==> src/rtl/clock_timekeeper.sv <==
// Timekeeper for the digital clock: 1 Hz divider, BCD hh:mm:ss counter and button-driven setup FSM.
// Define SECONDS_VIEW_EN to add the SECONDS display mode to the btnMode cycle.
module clock_timekeeper #(
    parameter int unsigned CLK_HZ    = 50000000,
    parameter int unsigned BLINK_DIV = 2
) (
    input  logic       clk,
    input  logic       rst_n,
    input  logic       btnMode,
    input  logic       btnNext,
    input  logic       btnInc,
    output logic [1:0] mode,
    output logic [1:0] location,
    output logic [3:0] secondsLower,
    output logic [3:0] secondsUpper,
    output logic [3:0] minutesLower,
    output logic [3:0] minutesUpper,
    output logic [3:0] hoursLower,
    output logic [3:0] hoursUpper,
    output logic       tick1Hz,
    output logic       blink
);

    localparam int unsigned DivW        = (CLK_HZ > 1) ? $clog2(CLK_HZ) : 1;
    localparam logic [DivW-1:0] DivMax  = DivW'(CLK_HZ - 1);
    localparam int unsigned BlinkHigh   = (CLK_HZ / BLINK_DIV > 0) ? CLK_HZ / BLINK_DIV : 1;
    localparam int unsigned BlinkPeriod = 2 * BlinkHigh;

    typedef enum logic [1:0] {
        StSetup   = 2'b00,
        StTime24  = 2'b01,
        StSeconds = 2'b10
    } state_e;

    state_e          state_q, state_d;
    logic [1:0]      loc_q, loc_d;
    logic [DivW-1:0] divider_q, divider_d;
    logic            tick_q, tick_d;
    logic [3:0]      sl_q, sl_d, su_q, su_d;
    logic [3:0]      ml_q, ml_d, mu_q, mu_d;
    logic [3:0]      hl_q, hl_d, hu_q, hu_d;

    logic wrap;
    logic running;

    assign wrap    = (divider_q == DivMax);
    assign running = (state_q != StSetup);

    always_comb begin
        state_d   = state_q;
        loc_d     = loc_q;
        divider_d = wrap ? '0 : divider_q + DivW'(1);
        tick_d    = 1'b0;
        sl_d      = sl_q;
        su_d      = su_q;
        ml_d      = ml_q;
        mu_d      = mu_q;
        hl_d      = hl_q;
        hu_d      = hu_q;

        if (running && wrap) begin
            tick_d = 1'b1;
            if (sl_q == 4'd9) begin
                sl_d = 4'd0;
                if (su_q == 4'd5) begin
                    su_d = 4'd0;
                    if (ml_q == 4'd9) begin
                        ml_d = 4'd0;
                        if (mu_q == 4'd5) begin
                            mu_d = 4'd0;
                            if (hu_q == 4'd2 && hl_q == 4'd3) begin
                                hu_d = 4'd0;
                                hl_d = 4'd0;
                            end else if (hl_q == 4'd9) begin
                                hl_d = 4'd0;
                                hu_d = hu_q + 4'd1;
                            end else begin
                                hl_d = hl_q + 4'd1;
                            end
                        end else begin
                            mu_d = mu_q + 4'd1;
                        end
                    end else begin
                        ml_d = ml_q + 4'd1;
                    end
                end else begin
                    su_d = su_q + 4'd1;
                end
            end else begin
                sl_d = sl_q + 4'd1;
            end
        end

        // btnMode wins; edit buttons in the same cycle are dropped.
        if (btnMode) begin
            case (state_q)
                StSetup: begin
                    state_d   = StTime24;
                    sl_d      = 4'd0;
                    su_d      = 4'd0;
                    divider_d = '0;
                end
`ifdef SECONDS_VIEW_EN
                StTime24: state_d = StSeconds;
`endif
                default: begin
                    state_d = StSetup;
                    loc_d   = 2'd0;
                end
            endcase
        end else if (state_q == StSetup) begin
            if (btnInc) begin
                unique case (loc_q)
                    2'd0: begin
                        hu_d = (hu_q >= 4'd2) ? 4'd0 : hu_q + 4'd1;
                        // Moving to 2x must keep the hour at or below 23.
                        if (hu_q == 4'd1 && hl_q > 4'd3) hl_d = 4'd0;
                    end
                    2'd1: hl_d = ((hu_q == 4'd2 && hl_q >= 4'd3) || hl_q >= 4'd9) ?
                                 4'd0 : hl_q + 4'd1;
                    2'd2: mu_d = (mu_q >= 4'd5) ? 4'd0 : mu_q + 4'd1;
                    2'd3: ml_d = (ml_q >= 4'd9) ? 4'd0 : ml_q + 4'd1;
                endcase
            end
            if (btnNext) loc_d = loc_q + 2'd1;
        end
    end

    always_ff @(posedge clk) begin
        if (!rst_n) begin
            state_q   <= StSetup;
            loc_q     <= 2'd0;
            divider_q <= '0;
            tick_q    <= 1'b0;
            sl_q      <= 4'd0;
            su_q      <= 4'd0;
            ml_q      <= 4'd0;
            mu_q      <= 4'd0;
            hl_q      <= 4'd0;
            hu_q      <= 4'd0;
        end else begin
            state_q   <= state_d;
            loc_q     <= loc_d;
            divider_q <= divider_d;
            tick_q    <= tick_d;
            sl_q      <= sl_d;
            su_q      <= su_d;
            ml_q      <= ml_d;
            mu_q      <= mu_d;
            hl_q      <= hl_d;
            hu_q      <= hu_d;
        end
    end

    assign mode         = state_q;
    assign location     = loc_q;
    assign secondsLower = sl_q;
    assign secondsUpper = su_q;
    assign minutesLower = ml_q;
    assign minutesUpper = mu_q;
    assign hoursLower   = hl_q;
    assign hoursUpper   = hu_q;
    assign tick1Hz      = tick_q;
    assign blink        = ((32'(divider_q) % BlinkPeriod) < BlinkHigh);

endmodule

==> config.mk <==
export PLATFORM = sky130hd
export DESIGN_NAME = clock_timekeeper
export DESIGN_NICKNAME = d
export VERILOG_FILES = /design/src/rtl/clock_timekeeper.sv
export SDC_FILE = /design/constraint.sdc
export NUM_CORES = 1
export LEC_CHECK = 0
export ABC_AREA = 1
export BUFFER_PORTS_ARGS = -buffer_cell sky130_fd_sc_hd__buf_2
export CAP_MARGIN = 20
export CORE_MARGIN = 2
export CORE_UTILIZATION = 60
export CTS_CLUSTER_DIAMETER = 120
export CTS_CLUSTER_SIZE = 14
export DETAILED_ROUTE_END_ITERATION = 8
export PLACE_DENSITY_LB_ADDON = 0.25
export SYNTH_ARGS = -nofsm -noshare
export SYNTH_HDL_FRONTEND = slang
export SYNTH_SLANG_ARGS = --single-unit
export TNS_END_PERCENT = 30
==> constraint.sdc <==
create_clock -name clk -period 2.2 [get_ports clk]
set_clock_uncertainty 0.05 [all_clocks]
set_input_delay 0.44 -clock clk [delete_from_list [all_inputs] [get_ports clk]]
set_output_delay 0.44 -clock clk [all_outputs]
set_load 0.02 [all_outputs]
==> impl_results.md <==
- Outcome: complete, but fails checks
- Violations in the final reports: setup timing
- Synth area leaders: dfxtp_1 (28%), nand2_1 (14%), inv_1 (8.8%)
- PwrDens: between 300 and 400 nW/µm²
- Crit path setup slack, layout: -526.7 ps
- Ys Warns: 0
- Router iterations before antenna repair: 5
- Share of Yosys cell area claimed by the top area cell type: approximately 28%
- Data arrival time of the critical path: about 2200 ps
- Layout-stage area growth over the synthesis result: 27.23%
- Count leader, synth: nand2_1
- Half-perimeter wire length of the detailed placement result: between 7000 and 8000 µm
- CTS tree: done
- Antenna diode count: 0
- Critical path type: reg -> out
- Worst-case register-to-register setup slack: roughly 110 ps
- Number of clock buffers inserted by TritonCTS: 5
- Sum of routed wire length over all layers: approximately 11000 µm
- Initial DRC Count: approximately 240
- Die Area: 7172 µm²
- Beginning of the critical path: divider_q[16]$_SDFF_PN0_
- Fraction of final layout cells sized beyond drive strength 1: between 20% and 30%
- Count of pins on the block boundary: 35
- Congestion Overflow GR: 0
- Top cells by instance count after synthesis: nand2_1 (143), inv_1 (92), nor2_1 (68), dfxtp_1 (54), nand3_1 (50)
- Number of cells on the worst reg-to-reg path: 12
- Critical Path RT: around 1700 ps
- Startpoint kind of the worst setup timing path: flip-flop
- Hold-critical path depth: 3
- Clock root buffer master: clkbuf_8
- Initial antenna violation count: 0
- DR vias: 4427
- Max transition margin: between 60% and 70%
- Post-synthesis instance total: between 500 and 600
- Core utilization of the finished layout: roughly four fifths
- Static leakage power: approximately 0.0024 µW
- Number of placement rows: 29
- WL per Instance: between 10 and 15 µm
- Endpoints failing hold: 0
- Clock H-tree levels: 2
- Final sum of negative setup slack: -526.7 ps
- Critical hold path startpoint: btnNext
- Max IR drop VDD: roughly 0.30 mV
- Maximum number of pins on one net before global-route repair: 20
- Total of max-cap violations: 0
- Fraction of the cycle the final worst path needs: 123.9%
- Initial cell density of the core: roughly 62%
- Cell type with the largest total area after synthesis: dfxtp_1
- Count of antenna-violating nets left after detailed routing: 0
- Number of sinks handled by clock tree synthesis: 54
- Vertical die dimension: approximately 85 µm
- Maximum count of clock buffers along a single path: 2
- Clock slew at reported path FFs: 110 ps
- Global-route wire length before repair: around 18000 µm
- Launching point of the worst reg2reg path: divider_q[0]$_SDFF_PN0_
- Post-route DRC violation count: 0
- Die width: between 80 and 90 µm
- Vias in the first global route: slightly above 4000
- Placeable core region: about 6300 µm²
- Total Nets Final: ~720
- Endpoint, Worst Hold: location[1]$_SDFFE_PN0P_
- Part of the Yosys area used for sequential elements: roughly 28%
- Post-synthesis net count: 620
- Max-slew violation count: 0
- Routed vias/inst: between 5 and 6
- Post-synthesis average cell area: roughly 6.5 µm²
- Critical-path maximum fanout: 5
- Count of buffers from port buffering: 33
- RSZ-0062 raised after global routing: true
- Number of enable flip-flop cells after synthesis: 0
- Measured slew at the worst slew-check pin: 531.9 ps
- Max frequency: between 0.3 and 0.4 GHz
- Synth Flop Type: dfxtp_1
- Final number of setup-violating endpoints: 1
- Crit end category: primary output
- Worst skew pair latency: 320 ps
- Type of the tightest min-delay check: in -> reg
- End of the worst register-to-register path: hoursLower[0]$_SDFF_PN0_
- Count of distinct cell types in the synthesized netlist: 43
- Total GRT Usage: ~29%
- RD Place Congestion: about 0.96
- Summed instance area of the synthesized netlist: just under 4000 µm²
- Final Critical Period: around 2700 ps
- Share of flip-flops with an asynchronous set or reset: 0%
- Synthesis-stage register bit count: 54
## metal layers
layer / GRT usage, % / share of wire [%] / vias up
met5: 0 / 0 / -
met4: 16.31 / 4.6 / 0
met3: 3.835 / 6.1 / 52
met2: 52.47 / 50 / 205
met1: 33.66 / 39 / 2052
li1: - / - / 2118
## final cells by class
cell class | instances | area, µm²
clock buffers | 5 | 68.82
clock inverters | 3 | 26.28
fillers | 425 | 1344
inverters | 96 | 367.9
multi-input cells | 440 | 2571
flip-flops and latches | 54 | 1106
well taps | 77 | 96.34
repair buffers | 103 | 733.2
## worst max-delay path: stages, from the launching register on
cell and delay [ps]:
dfxtp_4 370, nand2_2 80, nand2_2 80, nand2_4 80
nor2_4 40, nor2_4 240, nand2_8 110, buf_12 150
nand2_4 70, nand2_2 60, nand2_2 70, nand2_1 50
nor2_1 110, nand2_1 70, a21oi_2 150, nor2_2 50
buf_6 120
## layout by cell type, fill, tap and decap left out, types with 5 or more instances in the layout
master,netlist,routed
nor2_2,6,9
ha_1,18,17
nand2_2,6,13
o211ai_1,7,7
inv_1,92,87
nand2_4,3,7
clkbuf_8,0,5
nor2_4,7,11
xor2_1,16,16
nand2_1,143,132
buf_2,2,32
nand4_1,8,8
nor2_1,68,61
dfxtp_1,54,40
nor3_1,13,12
a21oi_1,34,32
dfxtp_2,0,11
nand3_1,50,48
buf_4,2,67
nand3_2,3,5
o21ai_0,17,16
inv_2,3,7
## power breakdown
group	internal [µW]	leakage (µW)	total (µW)	switching (µW)
Sequential	988	0.000444	1010	20.3
Combinational	42.7	0.00186	131	88.5
Clock	235	0.0000491	608	372
Total	1270	0.00236	1750	481
## how the worst max path moves through the flow
| stage | endpoint | slack [ps] | cells past startpoint |
|---|---|---|---|
| 5_1_grt | blink | -640 | 14 |
| 4_1_cts | blink | -400 | 16 |
| 6_report | blink | -530 | 16 |
| 3_5_place_dp | blink | -150 | 14 |
| 2_1_floorplan | blink | 10 | 17 |
| 3_3_place_gp | blink | -90 | 16 |
## registers in the layout, indices dropped and copies added (netlist names)
register / flops
mode: 1
divider_q: 26
tick1Hz: 1
location: 2
secondsLower: 4
hoursUpper: 4
minutesLower: 4
minutesUpper: 4
hoursLower: 4
secondsUpper: 4
## cells by family after synthesis
| group | Yosys count | share of synthesized area [%] |
|---|---|---|
| simple gates | 321 | 39.43 |
| other cells | 1 | 0.09600 |
| buf+inv | 104 | 10.67 |
| flops | 54 | 27.67 |
| xor+xnor | 20 | 4.484 |
| compound gates | 79 | 11.88 |
| fa+ha+maj | 18 | 5.766 |
## metrics by stage
step | cell area, µm² | setup slack (ps) | instances | total power [µW] | hold slack, ps
after detailed placement | 4498 | -154.2 | 750 | 1160 | 393.3
after global placement | 4498 | -90.93 | 750 | 1155 | 379.2
after CTS | 4818 | -397.2 | 770 | 1750 | 344.0
after global routing | 4970 | -640.8 | 778 | 1808 | 357.0
final | 4970 | -526.7 | 778 | 1747 | 347.5
after floorplan | 3909 | 13.36 | 597 | 1121 | 367.3
## timing repair
action | 4_1_cts | 5_1_grt
buffers inserted | 10 | 8
gates cloned | 2 | 0
hold buffers | 0 | 0
resized for setup | 36 | 32
setup endpoints to repair | 1 | 24
pin swaps | 22 | 14
Note: power is estimated with default switching activity, not from simulation.
